[src/rtl/sat_counter.sv]
// Saturating up-counter with synchronous clear; clear wins over increment.
module sat_counter #(
  parameter int unsigned W = 16
) (
  input  logic         clk,
  input  logic         reset,
  input  logic         inc,
  input  logic         clr,
  output logic [W-1:0] count
);

  localparam logic [W-1:0] CNT_MAX = {W{1'b1}};
  localparam logic [W-1:0] CNT_ONE = {{(W-1){1'b0}}, 1'b1};

  logic [W-1:0] count_r;

  // Count register: holds at all-ones instead of wrapping.
  always_ff @(posedge clk or negedge reset) begin
    if (!reset) begin
      count_r <= {W{1'b0}};
    end else if (clr) begin
      count_r <= {W{1'b0}};
    end else if (inc && (count_r != CNT_MAX)) begin
      count_r <= count_r + CNT_ONE;
    end else begin
      count_r <= count_r;
    end
  end

  assign count = count_r;

endmodule

[config.mk]
export PLATFORM = sky130hd
export DESIGN_NAME = sat_counter
export DESIGN_NICKNAME = d
export VERILOG_FILES = /design/src/rtl/sat_counter.sv
export SDC_FILE = /design/constraint.sdc
export NUM_CORES = 1
export LEC_CHECK = 0
export ABC_AREA = 1
export CORE_AREA = 4 4 60 62
export DETAILED_ROUTE_END_ITERATION = 8
export DIE_AREA = 0 0 64 66
export RECOVER_POWER = 100
export SYNTH_ARGS = -nofsm -noshare
export SYNTH_HDL_FRONTEND = slang
export SYNTH_SLANG_ARGS = --single-unit
export TNS_END_PERCENT = 100
[constraint.sdc]
create_clock -name clk -period 1.8 [get_ports clk]
set_input_delay 0.36 -clock clk [delete_from_list [all_inputs] [get_ports clk]]
set_output_delay 0.36 -clock clk [all_outputs]
set_load 0.03 [all_outputs]
==> summary.md <==
| Metric | Value |
|---|---|
| Status | `completed` |
| Crit end category | `output port` |
| Die H | `66 um` |
| Maximum VDD drop | `0.000276 V` |
| DRC Markers | `0` |
| Sw Ratio | `0.254` |
| Yosys top cell area share | `0.386` |
| CTS Sinks | `16` |
| Skew-Pair Late Insertion Delay | `approximately 0.3 ns` |
| Initial antenna violation count | `0` |
| Fillers | `about 340` |
| Clock transition at path regs | `approximately 0.090 ns` |
| Die X | `between 60 and 70 um` |
| Final Setup Violations | `0` |
| Flop-to-flop setup slack | `roughly 0.19 ns` |
| RD Place Congestion | `around 0.84` |
| Core Footprint | `around 0.0030 mm^2` |
| FF+latch area | `between 400 and 500 um^2` |
| Largest net degree at the start of global routing | `17` |
| Finished Layout Cells | `approximately 220` |
| Remaining Overflow, GRT | `0` |
| Hold Crit Class | `reg -> reg` |
| Net Sw Power | `between 0.15 and 0.2 mW` |
| Post-synthesis sequential area ratio | `0.386` |
| CP max stage cell | `clkdlybuf4s50_1` |
| Synthesis-stage register bit count | `16` |
| RSZ-0062 raised after global routing | `no` |
| DP Cell Count | `between 200 and 250` |
| Area grow syn2layout | `23.8%` |
| Antenna Nets Post-Route | `0` |
| # H-tree levels | `1` |
| Worst Setup SP | `count[6]` |
| Buffer count from post-CTS setup fixing | `0` |
| Syn Std Cell Area | `0.00104 mm^2` |
| Vias per cell | `between 4 and 5` |
| HPWL after detailed placement | `1.87 mm` |
| Crit-path max FO | `3` |
| Mapped Cells | `around 140` |
| Fin crit share | `0.968` |
| Fin. Hold Viols | `0` |
| Flop pwr share | `0.537` |
| Synth Net Count | `around 150` |
| N_diodes | `0` |
| # nets final | `around 180` |
| Reg2reg start | `count[5]` |
| Post-synth top area cell | `dfrtp_1` |
| All-Layer GR Usage | `0.134` |
| Post-Route WL | `2.48 mm` |
| Clock buffer count from CTS | `3` |
| CTS max path bufs | `2` |
| Max reg flops | `16` |
| Critical Path AT | `1.38 ns` |
| Leak pwr | `around 0.65 nW` |
| Worst Setup EP | `count[6]` |
| Synth warn | `0` |
| Startpoint types | `register` |
| First-pass GRT wire length | `4.58 mm` |
| Tightest Pin Transition | `around 0.9 ns` |
| Die footprint | `0.00422 mm^2` |
| Iteration count of the initial detailed-routing pass | `4` |
| Syn Area/Cell | `a little over 7 um^2` |
| I/O pin cnt | `20` |
| Hold Buf Count CTS | `0` |
| Setup CP Type | `reg -> out` |
| Buf+Inv Stages, Crit Path | `1` |
| Synth area leaders | `dfrtp_1 39%, nand2_1 20%, nand3_1 5.8%, nand4_1 5.4%, nor2_1 5.1%` |
| Cell family with most CP delay | `buffers and inverters` |
| Vias | `996` |
| Crit-path cells | `clkdlybuf4s50_1` |
| DR WL/cell | `approximately 11 um` |
| Cell count along the critical path | `1` |
| Fin crit period | `about 1.7 ns` |
| Vias in the first global route | `roughly 1000` |
| Iter 0 DRT Violations | `28` |
| Clk root buf | `clkbuf_4` |
| CP required | `roughly 1.4 ns` |
| Final slew viol count | `0` |
| Clock Power Share | `0.366` |
| PwrDens | `~530 mW/mm^2` |
| Comb pwr share | `0.097` |
| Fmax | `between 500 and 600 MHz` |
| Synth cell types | `23` |
| Clock skew | `slightly above 0.01 ns` |
| Starting density of the core | `0.343` |
| Reg2Reg Depth | `9` |
| Rel. slew slack | `0.403` |
| Crit-path max cell delay | `slightly below 0.7 ns` |
| TritonCTS clock tree | `yes` |
| Share of cells above drive strength 1 | `0.116` |
| Multi-input gate area | `around 540 um^2` |
| Fin Setup TNS | `0 ns` |
| Reg-to-Reg End | `count[11]` |
| # rows | `20` |
| Int Pwr | `0.508 mW` |
| I/O Buffers | `19` |
| Max cap viols | `0` |
-- layer usage --
layer  wire (um)  vias up  global-route usage
li1            -      516                   -
met4           8        0              0.0296
met2        1140       17               0.234
met3         102        2              0.0408
met5           0        -                   0
met1        1230      461               0.161
-- cells in the final DEF (no fill, tap or decap), types with 2 or more instances in the layout --
| cell | n |
|---|---|
| nor2_1 | 13 |
| dlygate4sd2_1 | 9 |
| nand3_1 | 12 |
| xor2_1 | 3 |
| buf_4 | 5 |
| clkbuf_4 | 3 |
| clkbuf_1 | 8 |
| nand4_1 | 9 |
| o21bai_1 | 2 |
| nand2_2 | 3 |
| dfrtp_1 | 16 |
| o21ai_0 | 4 |
| clkdlybuf4s50_1 | 4 |
| xnor2_1 | 2 |
| inv_1 | 11 |
| nor2_2 | 3 |
| nand2_1 | 55 |
-- cell type report --
class	count	share of cell area
clock buffers	4	0.0283
multi-input cells	112	0.424
inverters	13	0.0400
flip-flops and latches	16	0.312
repair buffers	27	0.153
well taps	44	0.0429
-- synth_stat cells --
master    count
nor2_4        2
ha_1          1
buf_12        1
inv_2         1
buf_1         1
nand3_1      12
o21bai_1      2
xnor2_1       2
nand2_2       2
nand2_4       2
or2_2         1
nor2_1       14
nor3_1        1
nand4_1       9
dfrtp_1      16
o21ai_4       1
inv_1        11
nand2_1      55
o21ai_0       4
xor2_1        3
a21oi_1       1
inv_4         1
buf_2         1
-- through the flow --
step	hold slack [ns]	setup WS [ns]	util	total power, mW	area (um^2)
3_3_place_gp	0.533	-0.0788	0.434	0.448	1310
3_5_place_dp	0.540	-0.0931	0.434	0.448	1310
2_1_floorplan	0.0644	0.101	-	0.413	1040
4_1_cts	0.375	0.00554	0.443	0.692	1340
5_1_grt	0.588	0.00723	0.424	0.712	1280
6_report	0.553	0.0583	0.424	0.681	1280
-- cell families after synthesis --
group	after synthesis	synth area share
AND/OR/NAND/NOR	98	0.428
buffers and inverters	16	0.0772
adder cells (fa/ha/maj)	1	0.0121
XOR/XNOR	5	0.0422
flip-flops	16	0.386
AO/OA/AOI/OAI	8	0.0543
-- worst min-delay path by stage --
stage	start	to	slack (ns)	cells after the start
final	count[14]	count[14]	0.55	2
after global routing	count[14]	count[14]	0.59	2
after CTS	reset	count[4]	0.37	2
after detailed placement	count[14]	count[14]	0.54	2
after global placement	count[14]	count[14]	0.53	2
after floorplan	reset	count[0]	0.06	0
-- power groups by stage --
stage          logic [mW]  registers, mW  clock network (mW)
2_1_floorplan      0.0309          0.382                   0
3_3_place_gp       0.0751          0.373                   0
3_5_place_dp       0.0756          0.373                   0
4_1_cts            0.0734          0.366               0.253
5_1_grt            0.0738          0.366               0.272
6_report           0.0663          0.365               0.249
-- repair_timing --
action / 4_1_cts / 5_1_grt
gates resized for setup: 10 / 5
hold endpoints to repair: 0 / 0
setup endpoints to repair: 21 / 5
Power figures use the tool's default switching activity.
